`src/rtl/rmii_frame_tx_pkg.sv`:
```
// Shared Ethernet framing constants, FSM states and the dibit CRC-32 step
// for the RMII transmit path.
package rmii_frame_tx_pkg;

  localparam int unsigned ETH_PREAMBLE_LEN = 7;
  localparam int unsigned ETH_HEADER_LEN   = 14;
  localparam int unsigned ETH_MIN_PAYLOAD  = 46;
  localparam int unsigned ETH_FCS_LEN      = 4;

  localparam logic [7:0]  ETH_PREAMBLE_BYTE    = 8'h55;
  localparam logic [7:0]  ETH_SFD_BYTE         = 8'hD5;
  localparam logic [31:0] CRC32_POLY_REFLECTED = 32'hEDB88320;
  localparam logic [31:0] CRC32_INIT           = 32'hFFFFFFFF;

  typedef enum logic [2:0] {
    S_IDLE, S_PREAMBLE, S_SFD, S_HEADER, S_PAYLOAD, S_PAD, S_FCS, S_IFG
  } state_t;

  typedef struct packed {
    logic [47:0] dst;
    logic [47:0] src;
    logic [15:0] ethertype;
  } eth_hdr_t;

  // Reflected CRC-32 advanced by one dibit, bit 0 first.
  function automatic logic [31:0] crc32_dibit_step(input logic [31:0] crc,
                                                   input logic [1:0]  dibit);
    logic [31:0] c;
    c = crc;
    for (int i = 0; i < 2; i++) begin
      c = (c[0] ^ dibit[i]) ? ((c >> 1) ^ CRC32_POLY_REFLECTED) : (c >> 1);
    end
    return c;
  endfunction

endpackage

```
`src/rtl/rmii_frame_tx_crc32_dibit.sv`:
```
// Dibit-serial CRC-32 register; also used by the receive-side FCS checker.
module crc32_dibit
  import rmii_frame_tx_pkg::*;
(
  input  logic        clk,
  input  logic        rst,
  input  logic        clear,
  input  logic        en,
  input  logic [1:0]  dibit,
  output logic [31:0] crc
);

  logic [31:0] crc_q, crc_d;

  always_comb begin
    crc_d = crc_q;
    if (clear) begin
      crc_d = CRC32_INIT;
    end else if (en) begin
      crc_d = crc32_dibit_step(crc_q, dibit);
    end
  end

  always_ff @(posedge clk) begin
    if (rst) crc_q <= CRC32_INIT;
    else     crc_q <= crc_d;
  end

  assign crc = crc_q;

endmodule

```
`src/rtl/rmii_frame_tx.sv`:
```
// RMII frame transmitter: preamble, SFD, header, streamed payload, pad, FCS
// and inter-frame gap, one dibit per 50 MHz cycle.
module rmii_frame_tx
  import rmii_frame_tx_pkg::*;
#(
  parameter int unsigned MAX_PAYLOAD = 1500,
  parameter int unsigned MIN_PAYLOAD = 46,
  parameter int unsigned IFG_CYCLES  = 48,
  parameter int unsigned LEN_WIDTH   = 11
) (
  input  logic                 clk,
  input  logic                 rst,
  input  logic                 start,
  input  logic [47:0]          dst_mac,
  input  logic [47:0]          src_mac,
  input  logic [15:0]          ethertype,
  input  logic [LEN_WIDTH-1:0] payload_len,
  output logic                 readclk,
  input  logic                 inclk,
  input  logic [7:0]           in,
  output logic                 txen,
  output logic [1:0]           txd,
  output logic                 busy,
  output logic                 done,
  output logic                 err
);

  state_t               state_q, state_d;
  logic [LEN_WIDTH-1:0] cnt_q, cnt_d, len_q, len_d;
  logic [1:0]           dib_q, dib_d;
  eth_hdr_t             hdr_q, hdr_d;
  logic [7:0]           buf_q, buf_d, pay_q, pay_d;
  logic                 buf_vld_q, buf_vld_d, pend_q, pend_d;
  logic                 txen_q, txen_d, readclk_q, readclk_d;
  logic                 busy_q, busy_d, done_q, done_d, err_q, err_d;
  logic [1:0]           txd_q, txd_d;

  logic [LEN_WIDTH-1:0] pad_c, seg_len_c, hdr_idx_c;
  state_t               seg_nxt_c;
  logic [111:0]         hdr_bits_c;
  logic [7:0]           tx_byte_c;
  logic                 under_c, crc_clear_c, crc_en_c;
  logic [31:0]          crc_w;

  assign pad_c      = (len_q < LEN_WIDTH'(MIN_PAYLOAD)) ? LEN_WIDTH'(MIN_PAYLOAD) - len_q : '0;
  assign hdr_bits_c = hdr_q;

  // Length of the current segment in bytes and the segment that follows it.
  always_comb begin
    seg_len_c = LEN_WIDTH'(1);
    seg_nxt_c = S_IDLE;
    case (state_q)
      S_PREAMBLE: begin seg_len_c = LEN_WIDTH'(ETH_PREAMBLE_LEN); seg_nxt_c = S_SFD; end
      S_SFD:      begin seg_len_c = LEN_WIDTH'(1);                seg_nxt_c = S_HEADER; end
      S_HEADER:   begin
        seg_len_c = LEN_WIDTH'(ETH_HEADER_LEN);
        seg_nxt_c = (len_q != '0) ? S_PAYLOAD : S_PAD;
      end
      S_PAYLOAD:  begin seg_len_c = len_q; seg_nxt_c = (pad_c != '0) ? S_PAD : S_FCS; end
      S_PAD:      begin seg_len_c = pad_c; seg_nxt_c = S_FCS; end
      S_FCS:      begin seg_len_c = LEN_WIDTH'(ETH_FCS_LEN); seg_nxt_c = S_IFG; end
      default:    ;
    endcase
  end

  // Registers describe the dibit on the wire; this block picks the next one.
  always_comb begin
    state_d     = state_q;
    cnt_d       = cnt_q;
    dib_d       = dib_q;
    hdr_d       = hdr_q;
    len_d       = len_q;
    buf_d       = buf_q;
    buf_vld_d   = buf_vld_q;
    pend_d      = pend_q;
    pay_d       = pay_q;
    txen_d      = 1'b0;
    txd_d       = 2'b00;
    readclk_d   = 1'b0;
    done_d      = 1'b0;
    err_d       = 1'b0;
    tx_byte_c   = 8'h00;
    under_c     = 1'b0;
    hdr_idx_c   = '0;
    crc_clear_c = 1'b0;
    crc_en_c    = 1'b0;

    if (inclk && pend_q) begin
      buf_d     = in;
      buf_vld_d = 1'b1;
      pend_d    = 1'b0;
    end

    case (state_q)
      S_IDLE: begin
        if (start) begin
          if (payload_len > LEN_WIDTH'(MAX_PAYLOAD)) begin
            err_d = 1'b1;
          end else begin
            state_d   = S_PREAMBLE;
            cnt_d     = '0;
            dib_d     = 2'd0;
            hdr_d     = '{dst: dst_mac, src: src_mac, ethertype: ethertype};
            len_d     = payload_len;
            buf_vld_d = 1'b0;
            pend_d    = 1'b0;
          end
        end
      end
      S_IFG: begin
        if (cnt_q == LEN_WIDTH'(IFG_CYCLES - 1)) begin
          state_d = S_IDLE;
          cnt_d   = '0;
        end else begin
          cnt_d = cnt_q + LEN_WIDTH'(1);
        end
      end
      default: begin
        dib_d = dib_q + 2'd1;
        if (dib_q == 2'd3) begin
          if (cnt_q + LEN_WIDTH'(1) == seg_len_c) begin
            state_d = seg_nxt_c;
            cnt_d   = '0;
          end else begin
            cnt_d = cnt_q + LEN_WIDTH'(1);
          end
        end
      end
    endcase

    hdr_idx_c = LEN_WIDTH'(ETH_HEADER_LEN - 1) - cnt_d;
    case (state_d)
      S_PREAMBLE: tx_byte_c = ETH_PREAMBLE_BYTE;
      S_SFD:      tx_byte_c = ETH_SFD_BYTE;
      S_HEADER:   tx_byte_c = 8'(hdr_bits_c >> {hdr_idx_c, 3'b000});
      S_PAYLOAD: begin
        if (dib_d != 2'd0) begin
          tx_byte_c = pay_q;
        end else if (buf_vld_q || (pend_q && inclk)) begin
          // A byte arriving in the very cycle it is needed is forwarded.
          tx_byte_c = buf_vld_q ? buf_q : in;
          pay_d     = tx_byte_c;
          buf_vld_d = 1'b0;
          readclk_d = (cnt_d + LEN_WIDTH'(1)) < len_q;
        end else begin
          under_c = 1'b1;
        end
      end
      S_FCS:      tx_byte_c = 8'(~crc_w >> {cnt_d[1:0], 3'b000});
      default:    tx_byte_c = 8'h00;
    endcase

    if (under_c) begin
      state_d = S_IFG;
      cnt_d   = '0;
      dib_d   = 2'd0;
      err_d   = 1'b1;
    end else if (state_d inside {S_PREAMBLE, S_SFD, S_HEADER, S_PAYLOAD, S_PAD, S_FCS}) begin
      txen_d = 1'b1;
      txd_d  = 2'(tx_byte_c >> {dib_d, 1'b0});
    end

    if (state_d == S_HEADER && cnt_d == LEN_WIDTH'(ETH_HEADER_LEN - 1) &&
        dib_d == 2'd0 && len_q != '0) begin
      readclk_d = 1'b1;
    end
    if (readclk_d) pend_d = 1'b1;

    done_d      = (state_q == S_FCS) && (state_d == S_IFG);
    crc_clear_c = (state_d == S_SFD);
    crc_en_c    = txen_d && (state_d inside {S_HEADER, S_PAYLOAD, S_PAD});
    busy_d      = (state_d != S_IDLE);
  end

  always_ff @(posedge clk) begin
    if (rst) begin
      state_q   <= S_IDLE;
      cnt_q     <= '0;
      dib_q     <= 2'd0;
      hdr_q     <= '0;
      len_q     <= '0;
      buf_q     <= 8'h00;
      buf_vld_q <= 1'b0;
      pend_q    <= 1'b0;
      pay_q     <= 8'h00;
      txen_q    <= 1'b0;
      txd_q     <= 2'b00;
      readclk_q <= 1'b0;
      busy_q    <= 1'b0;
      done_q    <= 1'b0;
      err_q     <= 1'b0;
    end else begin
      state_q   <= state_d;
      cnt_q     <= cnt_d;
      dib_q     <= dib_d;
      hdr_q     <= hdr_d;
      len_q     <= len_d;
      buf_q     <= buf_d;
      buf_vld_q <= buf_vld_d;
      pend_q    <= pend_d;
      pay_q     <= pay_d;
      txen_q    <= txen_d;
      txd_q     <= txd_d;
      readclk_q <= readclk_d;
      busy_q    <= busy_d;
      done_q    <= done_d;
      err_q     <= err_d;
    end
  end

  crc32_dibit u_crc (
    .clk   (clk),
    .rst   (rst),
    .clear (crc_clear_c),
    .en    (crc_en_c),
    .dibit (txd_d),
    .crc   (crc_w)
  );

  assign txen    = txen_q;
  assign txd     = txd_q;
  assign readclk = readclk_q;
  assign busy    = busy_q;
  assign done    = done_q;
  assign err     = err_q;

endmodule
```
`config.mk`:
```
export PLATFORM = sky130hd
export DESIGN_NAME = rmii_frame_tx
export DESIGN_NICKNAME = d
export VERILOG_FILES = /design/src/rtl/rmii_frame_tx_pkg.sv /design/src/rtl/rmii_frame_tx_crc32_dibit.sv /design/src/rtl/rmii_frame_tx.sv
export SDC_FILE = /design/constraint.sdc
export NUM_CORES = 1
export LEC_CHECK = 0
export BUFFER_PORTS_ARGS = -buffer_cell sky130_fd_sc_hd__buf_4
export CAP_MARGIN = 10
export CORE_MARGIN = 2
export CORE_UTILIZATION = 40
export DETAILED_ROUTE_END_ITERATION = 10
export SETUP_SLACK_MARGIN = 0.4
export SYNTH_ARGS = -nofsm -noshare
export SYNTH_HDL_FRONTEND = slang
export SYNTH_HIERARCHICAL = 1
export SYNTH_SLANG_ARGS = --single-unit
export TNS_END_PERCENT = 1
```
`constraint.sdc`:
```
create_clock -name clk -period 8.41 [get_ports clk]
set_input_delay 0 -clock clk [delete_from_list [all_inputs] [get_ports clk]]
set_output_delay 0 -clock clk [all_outputs]
set_load 0.05 [all_outputs]
```
* Yosys cells after proc, flatten, opt, wreduce, memory -nomap -nowiden *
Index checks and enable logic that the tools add are counted.

storage, ports and cells
  register bits after elaboration = 196
  bits of input ports = 135
  output and inout bits = 7
  word-level logic and storage cells = 132

operators by class
  add/subtract/negate cells = 5
  $lt $le $gt $ge = 3
  eq/ne operators = 22
  shift operators = 3
  multiplexer cells = 56
  bitwise operators = 7
  reductions and logical operators = 18

operators with widths
  operator                 count
  $shr A112 B14 Y8         1
  $mux W11                 7
  $mux W32                 2
  $pmux W11 S5             1
  $pmux W8 S5              1
  $not A32 Y32             1
  $shr A32 B5 Y8           1
  $eq A3 B3 Y1 const B     10
  $not A13 Y14             2
  $mux W1                  26
  $mux W8                  3
  $add A11 B1 Y11 const B  2
  $pmux W11 S2             1
  $reduce_bool A11 Y1      2
  $eq A3 B2 Y1 const B     6
  $mux W3                  6
  $pmux W3 S6              1
  $mux W2                  6
  $eq A11 B11 Y1           1
  $eq A11 B4 Y1 const B    1
  $eq A11 B6 Y1 const B    1
  $gt A11 B11 Y1 const B   1
  $lt A11 B11 Y1           1
  $lt A11 B6 Y1 const B    1
  19 further kinds         29

* Longest topological paths before layout *
Gate-level depths: netlist of run 1.

  depth in word-level cells = 17
  gate-level depth with buffers = 31
  depth with buffers taken out = 26

* By module *
Netlist of run 1, hierarchy kept.

by module, submodules not included
  module         instances  cells an instance  area an instance (um^2)
  rmii_frame_tx  1          1,343              9,750.6
  crc32_dibit    1          130                1,403.8

* Worst setup path before layout of run 1 *
No wires, ideal clock.

  kind = flip-flop to flip-flop
  from = reg cnt_q[0]
  to = reg u_crc.crc_q[26], in the netlist u_crc/crc[26]
  arrival time = 6.452 ns
  setup slack = 1.884 ns
  cell stages (with the launch flop) = 29
  path buffers = 7
  path through = dfxtp_1 ha_1 and3_1 clkbuf_1 nand3_1 xnor2_1 xor2_1 nor4_2 nand4_4 o21ai_2 inv_2 buf_2 clkbuf_1 clkbuf_1 ha_1 buf_1 or4_1 mux2_2 and2_1 buf_2 mux2i_1 mux2i_1 a2111o_1 o221ai_2 nand2_1 xnor2_4 buf_12 xnor3_1 o211ai_2

between the ends
  cells in the longest elaborated chain, start to end = 15
  elaborated cells on any way between the ends = 43
  classes of those cells = 2 x add/sub; 12 x eq/ne; 3 x shift; 19 x mux; 3 x bitwise; 4 x reduce/logical

ends and longest elaborated chain
  what                    RTL line                                                          RTL
  from (decl)             rmii_frame_tx.sv:29                                               logic [LEN_WIDTH-1:0] cnt_q, cnt_d, len_q, len_d;
  from (signal assigned)  rmii_frame_tx.sv:194                                              cnt_q <= cnt_d;
  $add A11 B1 Y11         rmii_frame_tx.sv:115, rmii_frame_tx.sv:121, rmii_frame_tx.sv:125
  $eq A11 B11 Y1          rmii_frame_tx.sv:121                                              if (cnt_q + LEN_WIDTH'(1) == seg_len_c) begin
  $mux W11                rmii_frame_tx.sv:121
  $mux W11                rmii_frame_tx.sv:120                                              if (dib_q == 2'd3) begin
  $pmux W11 S2            rmii_frame_tx.sv:94                                               case (state_q)
  $sub A4 B11 Y11         rmii_frame_tx.sv:131                                              hdr_idx_c = LEN_WIDTH'(ETH_HEADER_LEN - 1) - cnt_d;
  $shr A112 B14 Y8        rmii_frame_tx.sv:135                                              S_HEADER: tx_byte_c = 8'(hdr_bits_c >> {hdr_idx_c, 3'b000});
  $pmux W8 S5             rmii_frame_tx.sv:132                                              case (state_d)
  $shr A8 B3 Y2           rmii_frame_tx.sv:160                                              txd_d = 2'(tx_byte_c >> {dib_d, 1'b0});
  $mux W2                 rmii_frame_tx.sv:158                                              end else if (state_d inside {S_PREAMBLE, S_SFD, S_HEADER, S_PAYLOAD, S_PAD, S_FCS}) begin
  $mux W2 (*)             rmii_frame_tx.sv:153                                              if (under_c) begin
  via txd_d[0]            rmii_frame_tx.sv:36                                               logic [1:0] txd_q, txd_d;
  $xor A1 B1 Y1 (*)       rmii_frame_tx_pkg.sv:31                                           c = (c[0] ^ dibit[i]) ? ((c >> 1) ^ CRC32_POLY_REFLECTED) : (c >> 1);
  $mux W32 (*)            rmii_frame_tx_pkg.sv:31
  $not A13 Y14 (no line)  n/a
  $mux W32 (*)            rmii_frame_tx_pkg.sv:31
  to (signal assigned)    rmii_frame_tx_crc32_dibit.sv:26                                   else crc_q <= crc_d;
  to (decl)               rmii_frame_tx_crc32_dibit.sv:13                                   logic [31:0] crc_q, crc_d;

Mark *: on every way through the listed nets, which the timed path passes. The rest lies on a longest branch.
A chain may end at the register's enable or synchronous reset.

* Worst setup path after layout of run 1 *
  from = reg state_q[2]
  to = reg u_crc.crc_q[23], in the netlist u_crc/crc[23]

between the ends
  cells in the longest elaborated chain, start to end = 16
  elaborated cells on any way between the ends = 54
  classes of those cells = 1 x add/sub; 18 x eq/ne; 3 x shift; 23 x mux; 3 x bitwise; 6 x reduce/logical

ends and longest elaborated chain
  what                                        RTL line                 RTL
  from (decl)                                 rmii_frame_tx.sv:28      state_t state_q, state_d;
  from (signal assigned)                      rmii_frame_tx.sv:193     state_q <= state_d;
  $eq A3 B3 Y1, or another cell as far along  rmii_frame_tx.sv:52      case (state_q)
  $pmux W11 S5                                rmii_frame_tx.sv:52
  $eq A11 B11 Y1                              rmii_frame_tx.sv:121
  $mux W11                                    rmii_frame_tx.sv:121
  $mux W11                                    rmii_frame_tx.sv:120
  $pmux W11 S2                                rmii_frame_tx.sv:94
  $sub A4 B11 Y11                             rmii_frame_tx.sv:131
  $shr A112 B14 Y8                            rmii_frame_tx.sv:135
  $pmux W8 S5                                 rmii_frame_tx.sv:132
  $shr A8 B3 Y2                               rmii_frame_tx.sv:160
  $mux W2                                     rmii_frame_tx.sv:158
  $mux W2 (*)                                 rmii_frame_tx.sv:153
  via txd_d[0]                                rmii_frame_tx.sv:36
  $xor A1 B1 Y1 (*)                           rmii_frame_tx_pkg.sv:31
  $mux W32 (*)                                rmii_frame_tx_pkg.sv:31
  $not A13 Y14 (no line)                      n/a
  $mux W32 (*)                                rmii_frame_tx_pkg.sv:31

Marked as above.

==> results of run 1 <==
## power breakdown
group | switching [mW] | total [mW] | internal (mW)
Combinational | 0.264 | 0.476 | 0.212
Clock | 0.448 | 0.896 | 0.448
Sequential | 0.0381 | 1.01 | 0.973
## Yosys cell counts (all sizes together) (9+ instances only)
| cell | count |
|---|---|
| and3 | 16 |
| nand2 | 400 |
| clkbuf | 86 |
| a211oi | 21 |
| nor2 | 76 |
| inv | 24 |
| nand4 | 12 |
| xor2 | 22 |
| o211ai | 32 |
| nor4 | 17 |
| buf | 20 |
| or3 | 11 |
| nand3 | 32 |
| a21oi | 187 |
| mux2i | 47 |
| xnor2 | 19 |
| a22oi | 9 |
| dfxtp | 195 |
| nor3 | 32 |
| ha | 17 |
| a31oi | 11 |
| o21ai | 35 |
## cell families after synthesis
family,synth area share
flip-flops,0.350
AND/OR/NAND/NOR,0.258
buffers and inverters,0.0491
multiplexers,0.0573
XOR/XNOR,0.0467
AO/OA/AOI/OAI,0.220
adder cells (fa/ha/maj),0.0191
## through the flow
stage               hold WS [ns]  instance area [µm²]  std cells  setup WS (ns)  power, mW
finish                     0.101                14400       2066           1.35       2.38
detailed placement         0.226                12400       1899           1.49       1.45
floorplan                  0.117                11200       1473           1.88       1.31
global placement           0.223                12400       1899           1.64       1.45
CTS                       0.0880                14400       2066           1.45       2.39
global route               0.128                14400       2066          0.939       2.48
## critical path, cell delays in order (launching register included)
cell	delay [ns]
dfxtp_1	0.82
nand3_1	0.53
o211ai_1	0.25
a21oi_1	0.08
and3_1	0.21
a2111oi_4	0.35
nand4_4	0.36
nor2_1	0.33
a21oi_1	0.17
ha_1	0.33
or4_1	0.57
mux2_2	0.29
and2_1	0.38
mux2i_1	0.26
mux2i_1	0.10
a2111o_1	0.44
o221ai_2	0.16
nand2_1	0.17
xnor2_4	0.56
xnor3_1	0.43
o211ai_1	0.17
## timing repair
action,in CTS,in global routing
hold buffers,135,0
hold endpoints to repair,137,0
setup buffers,0,0
## layer usage
layer / GRT usage / vias up / part of all wire
met5: 0 / - / 0
met4: 0.108 / 0 / 0.039
met3: 0.0377 / 88 / 0.054
met2: 0.430 / 445 / 0.47
met1: 0.343 / 5427 / 0.44
li1: - / 5590 / -
## cell type report
cell class / instances / area, µm²
Timing Repair Buffer: 289 / 2510
Clock buffer: 17 / 425
Sequential cell: 195 / 3900
Multi-Input combinational cell: 1145 / 6730
Clock inverter: 15 / 236
Tap cell: 378 / 473
Fill cell: 2708 / 13300
Inverter: 27 / 101
## worst paths after layout
check             startpoint            end  slack [ns]  depth (start not counted)
setup / recovery  state_q[2]  u_crc/crc[23]        1.35                         20
hold reg to reg     buf_q[7]       buf_q[7]        0.45                          2
hold / removal           rst        readclk        0.10                          2
setup reg to reg  state_q[2]  u_crc/crc[23]        1.35                         20
## sequential cells by signal, indices dropped and copies added (netlist names), 3 cells and up
| signal | flops |
|---|---|
| len_q | 11 |
| hdr_bits_c | 112 |
| u_crc/crc | 32 |
| buf_q | 8 |
| cnt_q | 11 |
| pay_q | 7 |
| state_q | 3 |
==> metrics, run 1 <==
CP endpoint kind=flip-flop; drt total wl=38.6 mm; Req. time, crit path=8.76 ns; detailed-placement wirelength estimate=26.2 mm; Static Leak=5.68 nW; Synth async-reset ratio=0; Post-synth EDFFs=0; Layout area overhead=28.9%; Warnings, synthesis=6; max frequency=142 MHz; die height=171 µm; Setup TNS Final=0 ns; Synth area leaders=dfxtp_1 (35%), nand2_1 (13%), a21oi_1 (8.3%); Final setup violation count=0; run status=finished clean; Slew @ Worst Pin=1.18 ns; GRT Total Usage=0.261; PwrDens=166 mW/mm²; GRT overflow=0; Synth Register Bits=195; Fin. Hold Viols=0; synth unique cells=96; VDD IR max=0.0980 mV; Routability Congestion=0.939; # DRC=0; Reg clk slew, reported paths=0.08 ns; NumNets Final=1,827; largest net degree at the start of global routing=113; Skew-Pair Late Insertion Delay=0.46 ns; WL/cell=18.7 µm; Num CTS Buffers=17; Max-Cap Viols=0; layout cell share with drive strength beyond 1=0.139; Syn Std Cell Area=0.0112 mm²; critical path type=flip-flop to flip-flop; CP max FO=25; core area=0.0276 mm²; Die ar.=0.0292 mm²; Die X=171 µm; row count=61; share of the synthesized area in the top cell type=0.350; first-pass GRT wire length=59.8 mm; period utilisation layout=0.840; Initial Utilization=0.404; via count=11,600; Max-slew headroom=0.215; initial antenna violation count=0; crit path time final=7.06 ns; sequential-to-total area share from yosys stat=0.350; post-synth top area cell=dfxtp_1; Port Buf Inserts=141; ANT cells=0; clk root buf=clkbuf_16; Final Util=0.520; io pins=142; via/cell ratio=5.59; CTS tree=done; post-synth net total=1,625; vias in the first global route=11,000; Synth Flop Type=dfxtp_1; Detail Route Antenna Nets=0; most frequent cells in the layout=nand2_1 (399), dfxtp_1 (195), a21oi_1 (186), buf_4 (154), dlygate4sd3_1 (135); Critical Path Start Type=flip-flop; max-slew violations=0; Layout Skew=0.0176 ns; initial DRC count=1,314; RSZ-0062 raised after global routing=false; Post-Syn Instances=1,473; DRT Pass-1 Iters=5; Mean Syn Cell Area=7.57 µm²; Sink Count=195; CTS Buffer Depth=2; post-CTS sizing=0; htree depth=4; commonest non-fill, non-tap cell in the layout=nand2_1; Hold WC Path Type=input pin to flip-flop; Worst Path Arrival=7.41 ns
Power figures use the tool's default switching activity.
==> run 2: changes to the inputs <==
==> constraint.sdc (replaced) <==
create_clock -name clk -period 6.2 [get_ports clk]
set_input_delay 0 -clock clk [delete_from_list [all_inputs] [get_ports clk]]
set_output_delay 0 -clock clk [all_outputs]
set_load 0.05 [all_outputs]
==> run 2 against run 1 <==
  * Register-to-register slack worse by 0.71 ns
  * Sequential power is 36% higher
  * Cell count is 1.7% higher
  * Power increased by 38%
  * Critical path type unchanged
  * Sequential cell count is the same
  * Sequential share of layout area is 0.82 points lower
  * Design area increased by 3.7%
  * Largest power group unchanged
  * Global-route usage up 0.74 points
  * Core utilization increased by 1.9 points
==> metrics, run 2 (synthesis gave the netlist of run 1 again) <==
first-pass GRT wire length=61.5 mm; crit path time final=5.56 ns; CP max FO=14; Num CTS Buffers=17; via count=11,600; Max-slew headroom=0.277; via/cell ratio=5.53; largest net degree at the start of global routing=106; drt total wl=39.4 mm; Port Buf Inserts=141; Skew-Pair Late Insertion Delay=0.45 ns; Slew @ Worst Pin=1.08 ns; Reg clk slew, reported paths=0.08 ns; row count=61; Initial Utilization=0.404; GRT Total Usage=0.269; htree depth=4; Die ar.=0.0292 mm²; cell depth of the worst hold path=4; Sink Count=195; NumNets Final=1,862; Routability Congestion=0.993; core area=0.0276 mm²; max frequency=180 MHz; total power=3.29 mW; max reg flops=112; Static Leak=5.92 nW; Hold EP=len_q[9]; max-slew violations=0; CTS Buffer Depth=2; DRT Pass-1 Iters=5; CP endpoint kind=flip-flop; Critical Path Start Type=flip-flop; Die X=171 µm; most frequent cells in the layout=nand2_1 (397), buf_4 (187), a21oi_1 (186), dfxtp_1 (181), dlygate4sd3_1 (133); die height=171 µm; vias in the first global route=11,200; # DRC=0; Setup TNS Final=0 ns; critical path type=flip-flop to flip-flop; ANT cells=0; CTS tree=done; r2r startpoint=state_q[0]; Detail Route Antenna Nets=0; Fillers=2,607; commonest non-fill, non-tap cell in the layout=nand2_1; initial DRC count=1,153; initial antenna violation count=0; r2r endpoint=u_crc/crc[19]; Hold WC Path Type=input pin to flip-flop; R2R Setup Slk=0.64 ns; Layout area overhead=33.7%; Final setup violation count=0; detailed-placement wirelength estimate=27.4 mm; PwrDens=221 mW/mm²; io pins=142; Worst Path Arrival=5.90 ns; Max-Cap Viols=0; Fin. Hold Viols=0; Req. time, crit path=6.55 ns; FF-to-FF path depth=23; Hold WS=0.0236 ns; layout cell share with drive strength beyond 1=0.184; WL/cell=18.8 µm; Layout Skew=0.0208 ns; VDD IR max=0.170 mV; clk root buf=clkbuf_16; period utilisation layout=0.896; hold path start=payload_len[10]; RSZ-0062 raised after global routing=false; GRT overflow=0; run status=finished clean
[run 2: report_power, final]
part	internal, mW	switching [mW]
Sequential	1.32	0.0481
Clock	0.639	0.597
Combinational	0.313	0.375
[run 2: critical path, stage by stage (launching register included)]
cell	delay (ns)
dfxtp_1	0.40
buf_4	0.21
or4b_1	0.57
o22ai_1	0.18
a311oi_2	0.08
buf_12	0.19
a22oi_2	0.25
nand3_2	0.20
o21ai_4	0.20
inv_2	0.05
ha_2	0.19
or4_1	0.53
mux2_4	0.29
nand2_1	0.27
buf_4	0.21
nor2_1	0.07
a311oi_1	0.28
nand4b_1	0.13
o211ai_1	0.15
nand2_2	0.14
xnor2_4	0.19
buf_12	0.18
xnor3_1	0.30
o211ai_1	0.18
[run 2: per-layer routing]
layer / routed length [µm] / part of all wire / vias to the layer above / track usage
met5: 0 / 0 / - / 0
met4: 752 / 0.019 / 0 / 0.0730
met3: 2180 / 0.055 / 51 / 0.0393
met2: 18900 / 0.48 / 386 / 0.450
met1: 17600 / 0.45 / 5536 / 0.361
li1: - / - / 5652 / -
[run 2: stage by stage]
step                utilization  cells  area (µm²)  worst slack (ns)
floorplan                     -   1473       11300             0.406
global route              0.540   2101       14900             0.380
finish                    0.540   2101       14900             0.643
CTS                       0.532   2092       14700             0.402
detailed placement        0.458   1925       12600             0.138
global placement          0.458   1925       12600             0.326
[run 2: worst max-delay path by stage]
stage / start / endpoint / cells past startpoint
6_report: state_q[0] / u_crc/crc[19] / 23
5_1_grt: state_q[0] / u_crc/crc[19] / 21
4_1_cts: cnt_q[0] / u_crc/crc[19] / 22
3_5_place_dp: cnt_q[0] / u_crc/crc[19] / 22
3_3_place_gp: cnt_q[0] / u_crc/crc[23] / 22
2_1_floorplan: cnt_q[4] / u_crc/crc[26] / 27
[run 2: final cells by class]
cell class | instances | area (µm²) | area share
multi-input cells | 1145 | 6920 | 0.464
flip-flops and latches | 195 | 3930 | 0.263
repair buffers | 324 | 2820 | 0.189
well taps | 378 | 473 | 0.0317
clock buffers | 17 | 425 | 0.0285
clock inverters | 15 | 239 | 0.0160
inverters | 27 | 104 | 0.00697
[run 2: timing repair]
| action | CTS | global route |
|---|---|---|
| setup endpoints to repair | 15 | 22 |
| cloned | 0 | 0 |
| hold buffers | 133 | 0 |
| pin swaps | 2 | 10 |
| buffers inserted | 2 | 8 |
| endpoints found under the hold margin | 135 | 0 |
| gates resized for setup | 12 | 34 |
